==> src/rtl/adder_arbiter.sv <==
`default_nettype none
// ============================================================================
//  Module   : adder_arbiter
//  Purpose  : Round-robin sharing of one registered adder (1-cycle latency)
//             among NUM_REQ requesters. The operation is tagged and the result
//             is returned to its owner in the cycle after the grant.
//  Options  : ADDER_ARB_LOCK_EN adds lock_i. A requester that holds lock_i
//             keeps the grant for up to LOCK_MAX consecutive cycles.
//  Revision : 1.0 - initial release
// ============================================================================
module adder_arbiter #(
    parameter  int NUM_REQ        = 4,
    parameter  int DATA_WIDTH_SUM = 20,
    parameter  int LOCK_MAX       = 8,
    localparam int ID_WIDTH       = $clog2(NUM_REQ)
) (
    input  logic                                clk_i,
    input  logic                                rst_i,
    input  logic [NUM_REQ-1:0]                  req_valid_i,
    input  logic [NUM_REQ*DATA_WIDTH_SUM-1:0]   req_summand_1_i,
    input  logic [NUM_REQ*DATA_WIDTH_SUM-1:0]   req_summand_2_i,
    output logic [NUM_REQ-1:0]                  req_ready_o,
    output logic                                adder_en_o,
    output logic [DATA_WIDTH_SUM-1:0]           adder_summand_1_o,
    output logic [DATA_WIDTH_SUM-1:0]           adder_summand_2_o,
    input  logic [DATA_WIDTH_SUM-1:0]           adder_sum_i,
    output logic [NUM_REQ-1:0]                  rsp_valid_o,
    output logic [ID_WIDTH-1:0]                 rsp_id_o,
    output logic [DATA_WIDTH_SUM-1:0]           rsp_sum_o,
`ifdef ADDER_ARB_LOCK_EN
    input  logic [NUM_REQ-1:0]                  lock_i,
`endif
    output logic [15:0]                         busy_cnt_o
);

    localparam logic [ID_WIDTH-1:0] C_LAST_ID  = ID_WIDTH'(NUM_REQ - 1);
    localparam logic [15:0]         C_BUSY_MAX = 16'hFFFF;

    // Unpacked views of the flattened request buses
    logic [DATA_WIDTH_SUM-1:0] w_summand_1 [NUM_REQ];
    logic [DATA_WIDTH_SUM-1:0] w_summand_2 [NUM_REQ];

    genvar gi;
    generate
        for (gi = 0; gi < NUM_REQ; gi++) begin : g_unpack
            assign w_summand_1[gi] = req_summand_1_i[gi*DATA_WIDTH_SUM +: DATA_WIDTH_SUM];
            assign w_summand_2[gi] = req_summand_2_i[gi*DATA_WIDTH_SUM +: DATA_WIDTH_SUM];
        end
    endgenerate

    logic [ID_WIDTH-1:0] ptr_q,       ptr_d;
    logic [NUM_REQ-1:0]  rsp_valid_q, rsp_valid_d;
    logic [ID_WIDTH-1:0] rsp_id_q,    rsp_id_d;
    logic [15:0]         busy_cnt_q,  busy_cnt_d;

    logic                w_grant;
    logic [ID_WIDTH-1:0] w_grant_idx;
    logic                w_lock_hit;

`ifdef ADDER_ARB_LOCK_EN
    localparam int LOCK_CNT_W = (LOCK_MAX < 2) ? 1 : $clog2(LOCK_MAX + 1);
    logic [LOCK_CNT_W-1:0] lock_cnt_q, lock_cnt_d;
`endif

    // Pick the first valid requester at or after the pointer; a lock can override
    always_comb begin
        int                  cand;
        logic [ID_WIDTH-1:0] cand_id;
        cand        = 0;
        cand_id     = '0;
        w_grant     = 1'b0;
        w_grant_idx = '0;
        w_lock_hit  = 1'b0;
        for (int i = 0; i < NUM_REQ; i++) begin
            cand    = (int'(ptr_q) + i) % NUM_REQ;
            cand_id = ID_WIDTH'(cand);
            if (!w_grant && req_valid_i[cand_id]) begin
                w_grant     = 1'b1;
                w_grant_idx = cand_id;
            end
        end
`ifdef ADDER_ARB_LOCK_EN
        // rsp_valid_q is the one-hot record of last cycle's grant. The lock is
        // honoured only while fewer than LOCK_MAX consecutive grants have occurred.
        if (rsp_valid_q[rsp_id_q] && lock_i[rsp_id_q] && req_valid_i[rsp_id_q] &&
            ((LOCK_CNT_W+1)'(lock_cnt_q) + 1'b1 < (LOCK_CNT_W+1)'(LOCK_MAX))) begin
            w_lock_hit  = 1'b1;
            w_grant     = 1'b1;
            w_grant_idx = rsp_id_q;
        end
`endif
        // No grant may be issued while reset is held
        if (rst_i) begin
            w_grant    = 1'b0;
            w_lock_hit = 1'b0;
        end
    end

    // Grant and adder-operand outputs
    always_comb begin
        req_ready_o       = '0;
        adder_en_o        = w_grant;
        adder_summand_1_o = '0;
        adder_summand_2_o = '0;
        if (w_grant) begin
            req_ready_o       = NUM_REQ'(1) << w_grant_idx;
            adder_summand_1_o = w_summand_1[w_grant_idx];
            adder_summand_2_o = w_summand_2[w_grant_idx];
        end
    end

    // Next-state: pointer advance, response tag, busy counter, lock counter
    always_comb begin
        ptr_d       = ptr_q;
        rsp_valid_d = req_ready_o;
        rsp_id_d    = rsp_id_q;
        busy_cnt_d  = busy_cnt_q;
        if (w_grant) begin
            rsp_id_d = w_grant_idx;
            if (!w_lock_hit) begin
                ptr_d = (w_grant_idx == C_LAST_ID) ? '0 : w_grant_idx + 1'b1;
            end
            if (busy_cnt_q != C_BUSY_MAX) begin
                busy_cnt_d = busy_cnt_q + 16'd1;
            end
        end
`ifdef ADDER_ARB_LOCK_EN
        lock_cnt_d = w_lock_hit ? lock_cnt_q + 1'b1 : '0;
`endif
    end

    // State registers with synchronous reset
    always_ff @(posedge clk_i) begin
        if (rst_i) begin
            ptr_q       <= '0;
            rsp_valid_q <= '0;
            rsp_id_q    <= '0;
            busy_cnt_q  <= '0;
`ifdef ADDER_ARB_LOCK_EN
            lock_cnt_q  <= '0;
`endif
        end else begin
            ptr_q       <= ptr_d;
            rsp_valid_q <= rsp_valid_d;
            rsp_id_q    <= rsp_id_d;
            busy_cnt_q  <= busy_cnt_d;
`ifdef ADDER_ARB_LOCK_EN
            lock_cnt_q  <= lock_cnt_d;
`endif
        end
    end

    assign rsp_valid_o = rsp_valid_q;
    assign rsp_id_o    = rsp_id_q;
    assign rsp_sum_o   = adder_sum_i;
    assign busy_cnt_o  = busy_cnt_q;

endmodule
`default_nettype wire

==> config.mk <==
export PLATFORM = sky130hd
export DESIGN_NAME = adder_arbiter
export DESIGN_NICKNAME = d
export VERILOG_FILES = /design/src/rtl/adder_arbiter.sv
export SDC_FILE = /design/constraint.sdc
export NUM_CORES = 1
export LEC_CHECK = 0
export BUFFER_PORTS_ARGS = -buffer_cell sky130_fd_sc_hd__buf_2
export CORE_AREA = 5 5 104 106
export CTS_CLUSTER_DIAMETER = 30
export DETAILED_ROUTE_END_ITERATION = 10
export DIE_AREA = 0 0 109 111
export PLACE_DENSITY = 0.66
export SLEW_MARGIN = 20
export SYNTH_ARGS = -nofsm -noshare
export SYNTH_HDL_FRONTEND = slang
export SYNTH_SLANG_ARGS = --single-unit
==> constraint.sdc <==
create_clock -name clk_i -period 1.95 [get_ports clk_i]
set_input_delay 0.39 -clock clk_i [delete_from_list [all_inputs] [get_ports clk_i]]
set_output_delay 0.39 -clock clk_i [all_outputs]
set_load 0.01 [all_outputs]
-- After elaboration in Yosys (flattened, before gate mapping)
Index checks and enable logic that the tools add are counted.
- input port bits: 186
- word-level logic and storage cells: 52
- bits in registers: 24
- bitwise gates (word level): 1
- equality and inequality tests: 2
- shifts and indexed selects: 1
- muxes and demuxes: 27
- reductions and logical operators: 7
- order comparisons: 5
- add/subtract/negate cells: 5
- operators with widths (cell ; number):
    2-to-1 mux 20 bit ; 6
    binary-select mux 20 bit (select 2 bit) ; 2
    adder 16 x 1 -> 16 bit, second input constant ; 1
    inequality test 16 bit, second input constant ; 1
    less-than comparator 2 x 3 -> 1 bit, second input constant ; 4
    2-to-1 mux 2 bit ; 5
    2-to-1 mux 1 bit ; 9
    binary-select mux 1 bit (select 2 bit) ; 4
    adder 2 x 1 -> 2 bit, second input constant ; 2
    adder 2 bit, second input constant ; 2
    2-to-1 mux 4 bit ; 1
    << shifter 1 x 2 -> 4 bit, first input constant ; 1
    >= comparator 3 bit, second input constant ; 1
    logical AND 1 bit ; 3
    zero test 1 bit ; 3
    NOT 2 -> 3 bit ; 1
    equality test 2 bit, second input constant ; 1
    AND reduction 2 bit ; 1

-- Longest topological paths before layout
- word-level depth: 17
- gate-level depth with buffers: 9
- gate-level depth less buffers: 7

-- Least setup slack after synthesis
OpenSTA, ideal clock, no wires.
- kind: flip-flop to output port
- from: reg ptr_q[1]
- to: out req_ready_o[0]
- arrival: 1.755 ns
- stages on the path, launching flop included: 9
- data required time: 1.560 ns
- path slack: -0.195 ns
- cells stage by stage: dfxtp_1 -> mux2i_1 -> nor2_1 -> or3_1 -> clkbuf_1 -> buf_6 -> buf_6 -> ha_1 -> and2_1
- longest elaborated chain between the ends: 14
- elaborated cells on any way between the ends: 28
- ends and longest elaborated chain (what ; line ; RTL):
    from (decl) ; 51 ; logic [ID_WIDTH-1:0] ptr_q, ptr_d;
    from (signal assigned) ; 143 ; ptr_q <= ptr_d;
    parallel branches: the longest is 13 deep, another holds adder 2 x 1 -> 2 bit ; - ;
    2-to-1 mux 4 bit * ; 105 ; if (w_grant) begin
    to (decl) ; 22 ; output logic [NUM_REQ-1:0] req_ready_o,
Every way passes the cells marked *. The select of a mux whose other input is x is not followed.

-- Worst setup path in the final report
- from: reg ptr_q[1]
- to: out adder_summand_1_o[10]
- longest elaborated chain between the ends: 17
- elaborated cells on any way between the ends: 31
- ends and longest elaborated chain (what ; line ; RTL):
    parallel branches: the longest is 16 deep, another holds adder 2 x 1 -> 2 bit ; - ;
    2-to-1 mux 20 bit * ; 105 ;
    to (decl) ; 24 ; output logic [DATA_WIDTH_SUM-1:0] adder_summand_1_o,
Marked as above.

==> reports/qor.csv <==
stage;metric;value;unit
grt;first-pass GRT wire length;17700;um
timing;fmax;397;MHz
grt;initial antenna violation count;3;
worst_setup_path;WP data arrival;2130;ps
synthesis;Synth area leader;mux2i_1;
placement;placer congestion estimate;0.859;
worst_setup_path;register-to-register path setup slack;150;ps
worst_setup_path;Worst R2R Start;ptr_q[1];
min_path;Hold Startpoint;rsp_id_o[1];
final_layout;Finished Cell Area;4730;um^2
synthesis;Post-synth EDFFs;0;
synthesis;most common cell in the netlist;mux2i_1;
synthesis;synthesized instance count;297;
worst_setup_path;critical path launch point;ptr_q[1];
worst_setup_path;Req. time, crit path;1560;ps
final_layout;Non-Filler Instances;671;
run_status;status;finished, violations left;
clocking;TritonCTS Buffers;3;
placement;DP Cell Count;653;
clocking;H-tree depth;1;
die;initial core utilization;26.4;%
die;core area;9680;um^2
timing;fin crit period;2520;ps
synthesis;sequential-to-total area share from yosys stat;18.8;%
worst_setup_path;crit path max fanout;11;
routing;first-pass detailed-route iteration total;4;
timing;Worst-Margin Slew;451;ps
die;Die ar.;12100;um^2
die;Rows;36;
power;maximum vdd drop;0.000324;V
die;Die Wd;109;um
timing;Final Hold Fails;0;
final_layout;layout cells sized above 1;68.8;%
synthesis;area share of the largest cell type after synthesis;33.3;%
timing;Final Max Slew Viols;0;
synthesis;number of synthesis warnings;0;
synthesis;fraction of registers with async set/reset;0;%
synthesis;top cells by area, synth;mux2i_1 (33%), dfxtp_1 (19%), o22ai_1 (9.8%);
final_layout;P&R area growth vs syn;85.0;%
synthesis;count of cell types in the netlist;40;
min_path;HP Class;flop to flop;
job;max_cap viols;0;
power;P per Cell Area;556;nW/um^2
clocking;CTS Buffer Depth;2;
grt;largest net degree at the start of global routing;33;
timing;RSZ-0062 raised after global routing;true;
clocking;Clk Latency, worst-skew pair;260;ps
synthesis;#FFs+latches synth;24;
grt;gr usage total;17.9;%
synthesis;Post-synth top flop;dfxtp_1;
die;die height;111;um
clocking;Reg clk slew, reported paths;80;ps
final_layout;Final Util;48.9;%
routing;Wirelength per Cell;17.6;um
clocking;CTS root buffer;clkbuf_8;
timing;part of the cycle the worst path needs;129;%
placement;dpl hpwl;9230;um
synthesis;commonest cells in the netlist;mux2i_1 (85), o22ai_1 (40), dfxtp_1 (24), buf_4 (20), nor2_1 (20);
timing;relative slew slack;69.8;%
clocking;TritonCTS Sinks;24;
final_layout;# fillers;929;
power;Pleak;0.00239;uW
grt;number of global-route vias before repair;3511;
synthesis;synthesized area per cell;8.61;um^2
routing;DRC viols;0;
placement;Post-DP Area;4250;um^2
timing;Clock Skew;1.06;ps
worst_setup_path;critical path endpoint category;primary output;
synthesis;post-synthesis net count;488;
run_status;failing checks;negative setup slack;
worst_setup_path;r2r worst-path depth;6;
routing;post-route ant nets;0;
clocking;CTS tree;done;
routing;vias;3263;
routing;Routed WL;11800;um
worst_setup_path;Startpoint Class;flop;
worst_setup_path;Critical Path Sink;adder_summand_1_o[10];
synthesis;Synth Cell Area;2560;um^2
final_layout;nets;727;
die;Ports;273;
timing;setup ws final;-571;ps
routing;vias per cell;4.86;
worst_setup_path;Setup CP Type;flop to primary output;
timing;setup violators final;44;
clocking;cts hold-fix bufs;0;
worst_setup_path;Crit Reg-Reg Endpoint;rsp_valid_o[0];
routing;DR iter-0 viols;105;
placement;port bufs;232;
grt;grt total ovfl;0;
[per-stage QoR]
step | hold WS [ps] | TNS (ps) | total power, uW | setup slack, ps
floorplan | 471 | -1360 | 1470 | -56.6
global placement | 444 | -12260 | 1940 | -344
CTS | 454 | -22550 | 2520 | -582
finish | 459 | -22320 | 2630 | -571
global route | 473 | -25940 | 2790 | -675
detailed placement | 450 | -14500 | 1970 | -414
[report_power, final]
group / internal (uW) / switching [uW]
clock: 180 / 160
sequential: 519 / 21.3
combinational: 949 / 802
total: 1650 / 984
[worst max-delay path: stages, from the launching register on]
cell and delay (ps):
dfxtp_4 370, mux2i_2 240, nor2_2 80, or3_4 500, buf_12 200, mux2i_4 190, o22ai_2 130, buf_2 140
[worst min-delay path by stage]
stage,end,slack [ps],depth (start not counted)
after floorplan,ptr_q[0],470,2
after global placement,rsp_id_o[1],440,2
after detailed placement,rsp_id_o[1],450,2
after CTS,rsp_id_o[1],450,3
after global routing,busy_cnt_o[0],470,3
final,rsp_id_o[1],460,2
[cells by family after synthesis]
family | count (synthesis) | synth area share, %
mux | 86 | 33.9
simple gates | 68 | 14.6
compound gates | 60 | 16.1
buf+inv | 44 | 10.8
flops | 24 | 18.8
xor+xnor | 10 | 3.42
fa+ha+maj | 5 | 2.45
[area by class of cell]
class	count	area [um^2]	area share (%)
flip-flops and latches	24	485	10.3
inverters	5	23.8	0.502
diodes	3	7.51	0.159
well taps	133	166	3.52
repair buffers	271	1720	36.4
clock buffers	4	55.1	1.16
multi-input cells	231	2270	48.0
[sequential cells by signal, indices dropped and copies added (netlist names)]
name and flops:
rsp_valid_o 4, busy_cnt_o 16, rsp_id_o 2, ptr_q 2
[per-layer routing]
layer / up-vias / share of wire, % / global-route usage, %
met5: - / 0 / 0
met4: 0 / 2.3 / 4.55
met3: 18 / 6.4 / 3.32
met2: 143 / 54 / 33.9
met1: 1533 / 37 / 20.0
li1: 1569 / - / -
[timing repair]
action,4_1_cts,5_1_grt
setup endpoints to repair,44,46
setup buffers,1,0
gates cloned,5,6
gates resized for setup,25,25
pin swaps,8,8
[placed cells by master (no fill, tap or decap), types with 6 or more instances in the layout]
cell type / n
buf_4: 24
buf_6: 6
a21oi_1: 9
xnor2_1: 8
nor2_1: 18
buf_2: 227
mux2i_2: 18
dfxtp_1: 22
nand2_1: 12
o22ai_2: 40
mux2i_1: 65
Power figures use the tool's default switching activity.
